<file path="src/rtl/pc_sequencer.sv">
// Fetch-address sequencer: PCBack/PCFront pair with one delay slot, hazard stalls,
// pending-target capture during stalls, and a registered nullify marker for IF/ID.
module pc_sequencer #(
    parameter logic [31:0] RESET_PC = 32'd0,
    parameter logic [31:0] STEP     = 32'd4
) (
    input  logic        clk,
    input  logic        reset,
    input  logic        le,
    input  logic        br_taken,
    input  logic [31:0] br_target,
    input  logic        nullify_req,
    output logic [31:0] pc_back,
    output logic [31:0] pc_front,
    output logic [31:0] pc_front_in,
    output logic        fetch_valid,
    output logic        squash_if,
    output logic        stalled
);

    localparam logic [1:0] FILL  = 2'd0;
    localparam logic [1:0] RUN   = 2'd1;
    localparam logic [1:0] STALL = 2'd2;

    logic [1:0]  state;
    logic [31:0] pend_target;
    logic        pend_valid;
    logic [31:0] eff_target;

    assign eff_target = {br_target[31:2], 2'b00};

    // A branch resolving this cycle beats one remembered from an earlier stall.
    always_comb begin
        pc_front_in = pc_front + STEP;
        if (br_taken) begin
            pc_front_in = eff_target;
        end else if (pend_valid) begin
            pc_front_in = pend_target;
        end
    end

    always_ff @(posedge clk) begin
        if (reset) begin
            pc_back     <= RESET_PC;
            pc_front    <= RESET_PC + STEP;
            pend_target <= '0;
            pend_valid  <= 1'b0;
            squash_if   <= 1'b0;
            state       <= FILL;
        end else if (le) begin
            pc_back    <= pc_front;
            pc_front   <= pc_front_in;
            pend_valid <= 1'b0;
            squash_if  <= nullify_req;
            state      <= RUN;
        end else begin
            // PCs hold; a branch resolved while stalled must survive until release.
            if (br_taken) begin
                pend_target <= eff_target;
                pend_valid  <= 1'b1;
            end
            if (state != FILL) begin
                state <= STALL;
            end
        end
    end

    assign fetch_valid = (state != FILL);
    assign stalled     = (state == STALL);

endmodule

</file>
<file path="config.mk">
export PLATFORM = sky130hd
export DESIGN_NAME = pc_sequencer
export DESIGN_NICKNAME = d
export VERILOG_FILES = /design/src/rtl/pc_sequencer.sv
export SDC_FILE = /design/constraint.sdc
export NUM_CORES = 1
export LEC_CHECK = 0
export CAP_MARGIN = 10
export CORE_MARGIN = 4
export CORE_UTILIZATION = 54
export CTS_CLUSTER_SIZE = 40
export DETAILED_ROUTE_END_ITERATION = 7
export GPL_TIMING_DRIVEN = 0
export PLACE_DENSITY = 0.86
export SYNTH_ARGS = -nofsm -noshare
export SYNTH_HDL_FRONTEND = slang
export SYNTH_SLANG_ARGS = --single-unit
</file>
<file path="constraint.sdc">
create_clock -name clk -period 3.1 [get_ports clk]
set_input_delay 0.465 -clock clk [delete_from_list [all_inputs] [get_ports clk]]
set_output_delay 0.465 -clock clk [all_outputs]
set_load 0.05 [all_outputs]
</file>
==> impl_metrics.env <==
export IMPL_worst_slack_ns=-0.00279
export IMPL_p_sw_share_pct=37.4
export IMPL_multiInputGateArea_sq_um=3160
export IMPL_worst_hold_slack_ns=0.461
export IMPL_syn_nets=718
export IMPL_min_path_type="reg2reg"
export IMPL_synth_most_common_cell="nand2_1"
export IMPL_grt_antenna_before_repair=0
export IMPL_finalCriticalPeriod_ns=3.10
export IMPL_violations="setup timing"
export IMPL_rsz0062_at_grt="false"
export IMPL_p_clk_share_pct=25.2
export IMPL_ys_ff_latch=98
export IMPL_crit_fanout=10
export IMPL_r2r_start="pend_valid"
export IMPL_numPortBuffers=132
export IMPL_drtPass1Iterations=6
export IMPL_cellPowerDensity_nw_per_um2=425
export IMPL_gp_congestion=0.934
export IMPL_boundaryPins=136
export IMPL_p_int_mw=1.88
export IMPL_grt_pass1_vias=6310
export IMPL_status="finished with violations"
export IMPL_rr_worst_depth=6
export IMPL_finalCritPeriodShare_pct=100
export IMPL_pre_cts_slack_ns=-0.690
export IMPL_cts_root_buf="clkbuf_8"
export IMPL_grt_usage_pct=36.4
export IMPL_drc_errors=0
export IMPL_vias_per_cell=6.44
export IMPL_hold_buffers=0
export IMPL_crit_type="in2out"
export IMPL_cp_endpoint="pc_front_in[6]"
export IMPL_power_frac_comb_pct=29.2
export IMPL_dp_hpwl_um=14900
export IMPL_die_area_sq_um=11700
export IMPL_crit_chain="clkdlybuf4s50_1, buf_2, nor2b_2, buf_2, a22oi_1, nand3_1, dlygate4sd2_1"
export IMPL_synth_ff_type="dfxtp_1"
export IMPL_crit_slowest_cell="dlygate4sd2_1"
export IMPL_synth_area_leaders="dfxtp_1, nand2_1, mux2i_1"
export IMPL_cp_required_ns=2.63
export IMPL_power_frac_seq_pct=45.6
export IMPL_r2r_slack_ns=0.87
export IMPL_die_h_um=108
export IMPL_yosysUniqueCellTypes=72
export IMPL_peakVddDrop_mv=0.253
export IMPL_syn_area_per_cell_sq_um=7.97
export IMPL_cts_buffers=9
export IMPL_p_switching_mw=1.13
export IMPL_start_util_pct=55.5
export IMPL_drtIter0Drc=807
export IMPL_finalNetCount=863
export IMPL_clock_path_buffers=2
export IMPL_worstSkewPairLatency_ns=0.38
export IMPL_cts_sinks=98
export IMPL_overflow=0
export IMPL_crit_start="br_taken"
export IMPL_cp_arrival_ns=2.64
export IMPL_worstMarginPinSlew_ns=0.821
export IMPL_row_count=36
export IMPL_fmax_ghz=0.322
export IMPL_maxCapViolCount=0
export IMPL_hold_depth=2
export IMPL_area_growth_pct=30.4
export IMPL_timing_rr_end="pc_front[19]"
export IMPL_wl_um=21000
export IMPL_vias=6197
export IMPL_async_flop_share_pct=0
export IMPL_tritoncts="done"
export IMPL_critPathMaxStageDelay_ns=0.53
export IMPL_leakage_nw=2.72
export IMPL_clk_pin_slew_ns=0.09
export IMPL_coreArea_sq_um=9770
export IMPL_ys_seq_area_share_pct=36.2
export IMPL_netlist_area_sq_um=5420
export IMPL_antenna_cells=0
export IMPL_grt_pass1_wl_um=33000
export IMPL_syn_inst=680
export IMPL_skew_ns=0.0114
export IMPL_synth_enable_flop_cells=0
export IMPL_seq_area_sq_um=1970
export IMPL_htreeDepth=3
export IMPL_route_detailed_wl_per_inst_um=21.8
export IMPL_yosysWarningCount=0
export IMPL_fill_cells=814
export IMPL_synthTopCellsByCount="nand2_1, dfxtp_1, nor2_1, a21oi_1, mux2i_1"
export IMPL_antenna_left=0
export IMPL_yosys_area_top_type_share_pct=36.2
export IMPL_yosysTopAreaCell="dfxtp_1"
export IMPL_startpoint_type="primary input"
export IMPL_slew_headroom_pct=45.3
export IMPL_die_x_um=108
export IMPL_path_common_cell="buf_2"
export IMPL_grt_max_degree=16
export IMPL_hold_viol_final=0
export IMPL_drv_slew=0
export IMPL_layout_drive_gt1_share_pct=13.6
export IMPL_cp_end_kind="output pin"
export IMPL_setup_viol=1
## worst min-delay path by stage
| stage | from | end | slack [ns] |
|---|---|---|---|
| after floorplan | pend_target[10] | pend_target[10] | 0.43 |
| after global placement | pend_target[7] | pend_target[7] | 0.44 |
| after detailed placement | pend_target[2] | pend_target[2] | 0.45 |
| after CTS | pend_target[21] | pend_target[21] | 0.46 |
| after global routing | pend_target[12] | pend_target[12] | 0.48 |
| final | pend_target[21] | pend_target[21] | 0.46 |
## cell families after synthesis
kind of cell | synth area share [%]
simple gates | 30.2
mux | 7.04
buf+inv | 6.60
xor+xnor | 0.485
compound gates | 19.3
fa+ha+maj | 0.231
flops | 36.2
## worst max-delay path: cells and delay by family
family / cells / cell delay (ns)
buffers and inverters: 4 / 1.53
and+or+nand+nor: 2 / 0.48
AOI/OAI and AO/OA: 1 / 0.16
## cell type report
class	instances	area share, %
repair buffers	135	17.6
inverters	13	0.690
well taps	133	2.35
clock buffers	10	1.80
clock inverters	5	0.460
multi-input cells	502	44.7
plain buffers	66	4.62
flip-flops and latches	98	27.8
## layer usage
metal / global-route usage [%] / wire length [um]
met3: 7.52 / 2600
met4: 19.6 / 994
met2: 58.0 / 9370
met1: 46.1 / 7990
met5: 0 / 0
## power by group through the flow
stage | Sequential, mW | Combinational (mW) | Clock, mW
2_1_floorplan | 1.52 | 0.430 | 0
3_3_place_gp | 1.39 | 0.869 | 0
3_5_place_dp | 1.40 | 0.883 | 0
4_1_cts | 1.37 | 0.869 | 0.752
5_1_grt | 1.38 | 0.923 | 0.791
6_report | 1.37 | 0.880 | 0.758
## repair_timing
item                                   4_1_cts  5_1_grt
setup endpoints to repair                   32       29
resized for setup                           83       46
endpoints found under the hold margin        0        0
pin swaps                                    1        0
setup buffers                                3        0
## metrics by stage
stage | util (%) | power [mW] | area (sq um) | instances | setup TNS [ns]
after floorplan | - | 1.95 | 5440 | 680 | 0
after global placement | 70.8 | 2.26 | 6920 | 945 | -16.07
after detailed placement | 70.8 | 2.28 | 6920 | 945 | -16.01
after CTS | 72.7 | 2.99 | 7100 | 962 | -0.0343
after global routing | 72.4 | 3.09 | 7070 | 962 | 0
final | 72.4 | 3.01 | 7070 | 962 | -0.00279
## layout by cell type (no fill, tap or decap), types with 16 or more instances in the layout
cell type and instances:
nor2_1 58, nand2_1 105, dfxtp_1 96, nand4_1 18, nand3_1 24, mux2i_1 37
clkdlybuf4s50_1 100, a21oi_1 44, clkbuf_2 16, clkbuf_1 25, buf_2 32
## sequential cells by signal (all words and copies together) (netlist names)
register / count
pc_back: 32
pc_front: 32
pend_target: 30
pend_valid: 1
squash_if: 1
state: 2
Power figures use the tool's default switching activity.
==> edit, RTL diff (same settings) <==
Reset style: asynchronous (`reset`), changed in one clocked block.
--- a/src/rtl/pc_sequencer.sv
+++ b/src/rtl/pc_sequencer.sv
@@ -39,7 +39,7 @@
         end
     end
 
-    always_ff @(posedge clk) begin
+    always_ff @(posedge clk or posedge reset) begin
         if (reset) begin
             pc_back     <= RESET_PC;
             pc_front    <= RESET_PC + STEP;
Behaviour: differs if reset is asserted again (counterexample within 4 cycles, from zero or initial values and one cycle with reset high); with reset held inactive, the same outputs for 4 cycles.
==> edit against the unedited design <==
Synthesized area is 6.1% lower; sequential share of layout area is 7.9 points higher; non-clock buffer count is 29 lower; sequential cell count stayed put; maximum frequency is 2.7% higher; design area is 2.8% lower; count of clock-buffer cells in the layout is 3 higher; utilization is 2.4 points higher; critical path depth stayed put; cell count is 24% lower; setup slack better by 0.080 ns; wire length is 28% lower; critical path type is now reg -> out; highest routed layer unchanged.
Power is not compared: it rests on default switching activity, and its combinational part moved more than twofold at a synthesized area within 25%.
==> edit: results (changes against the unedited design) <==
outcome:
  run_status: "complete, no violations"
final_layout:
  buf_share_pct: 21.8  # -0.39 points
  multiInputGateArea_sq_um: 2530  # -20%
  seq_share_pct: 35.8  # +7.9 points
  n_all_inverters: 9  # -4
  layout-drive-gt1-share_pct: 25.5  # +12 points
  nNetsFinal: 656  # -24%
  nonClockBufferCount: 172  # -14%
  clock_area_share_pct: 3.00  # +0.74 points
  nFillCells: 626  # -23%
  nMultiInputCombCells: 328  # -35%
  seq_cell_count: 98  # unchanged
  clockBufferCount: 13  # +3
logic_synthesis:
  ys_async_sr_fraction_pct: 100  # +100 points
  synth_top_flop_cell: "dfrtp_1"
  syn-num-nets: 504  # -30%
  synth_common_cells: "97 x dfrtp_1, 71 x mux2_2, 30 x a21oi_1, 24 x o21ai_0"
  yosysSeqAreaShare_pct: 48.2  # +12 points
  synthTopCellsByArea: "dfrtp_1 48%, mux2_2 16%, a21oi_1 2.9%"
  ys_types: 52  # -28%
critical_path:
  rr_worst_depth: 7  # +1
  cp_slowest_cell: "dfrtp_2"
  startpoint: "pc_front[8]"
  regToRegSetupSlack_ns: 0.99  # +0.12 ns
  critPathCapture: "pc_front_in[29]"
  max_stage_delay_ns: 0.50  # -0.03 ns
  path_delay_family: "simple AND/OR/NAND/NOR gates"
  timing.rr.end: "pc_front[28]"
  worstReg2RegStart: "pc_front[2]"
  arrival_ns: 2.56  # -0.08 ns
worst_hold_path:
  holdPathEnd: "pc_back[26]"
  hold_depth: 1  # -1
  holdCritStartpoint: "pc_back[26]"
  hold_path_class: "reg -> reg"
placement:
  portBuffers: 133  # +0.76%
  post-dp-hpwl_mm: 10.7  # -28%
  place.gp.congestion: 0.857  # -8.3%
global_routing:
  grt_first_pass_wirelength_mm: 24.2  # -27%
  grtUsageTotal_pct: 27.4  # -9.0 points
  grt_max_degree: 53  # +37
  grt_pass1_vias: 4725  # -25%
pwr:
  p_leak_nw: 2.85
drt:
  drtPass1Iterations: 5  # -1
  drt-initial-drc-count: 353  # -56%
  via_per_inst: 6.20  # -3.8%
  wl_per_cell_microns: 20.6  # -5.2%
timing:
  finClkSkew_ns: 0.0100  # -0.00139 ns
  whs_ns: 0.513  # +0.0522 ns
  tightestPinTransition_ns: 0.664  # -0.158 ns
clock_network:
  insertion_delay_ns: 0.37
## edit: changes by cell type after synthesis, sizes merged, moves of 14 or more
cell / unedited run / this run
nor2: 58 / 17
nor4: 19 / 3
nand2: 105 / 23
dfrtp: 0 / 97
mux2i: 37 / 2
mux2: 1 / 71
a21oi: 44 / 30
xor2: 0 / 16
dfxtp: 98 / 0
buf: 33 / 8
## edit: timing repair
| action | in CTS | in global routing |
|---|---|---|
| resized for setup | 90 | 22 |
| pin swaps | 1 | 3 |
| setup endpoints to repair | 31 | 18 |
| buffers inserted | 2 | 6 |
## edit: routing by layer
| layer | vias up | GRT usage, % | part of all wire (%) |
|---|---|---|---|
| met3 | 39 | 6.79 | 8.6 |
| met5 | - | 0 | 0 |
| met4 | 0 | 9.47 | 2.2 |
| met2 | 252 | 46.8 | 51 |
| li1 | 2018 | - | - |
| met1 | 2241 | 33.7 | 38 |
## edit: cells by family (layout without fill, tap and decap cells)
group | Yosys count | after routing | share of synthesized area, %
buffers and inverters | 40 | 197 | 3.07
xor gates and xnor gates | 26 | 26 | 4.47
adders and majority gates | 1 | 1 | 0.246
and+or+nand+nor | 106 | 106 | 12.0
AOI/OAI and AO/OA | 122 | 122 | 15.9
muxes | 73 | 73 | 16.1
DFF | 98 | 98 | 48.2
## edit: metrics by stage
step	setup slack, ns	instances	util (%)	area (sq um)
2_1_floorplan	0.0180	466	-	5100
3_3_place_gp	-1.40	710	71.5	6570
3_5_place_dp	-0.785	711	71.8	6600
4_1_cts	0.00201	729	74.5	6850
5_1_grt	-0.0283	734	74.7	6870
6_report	0.0776	734	74.7	6870
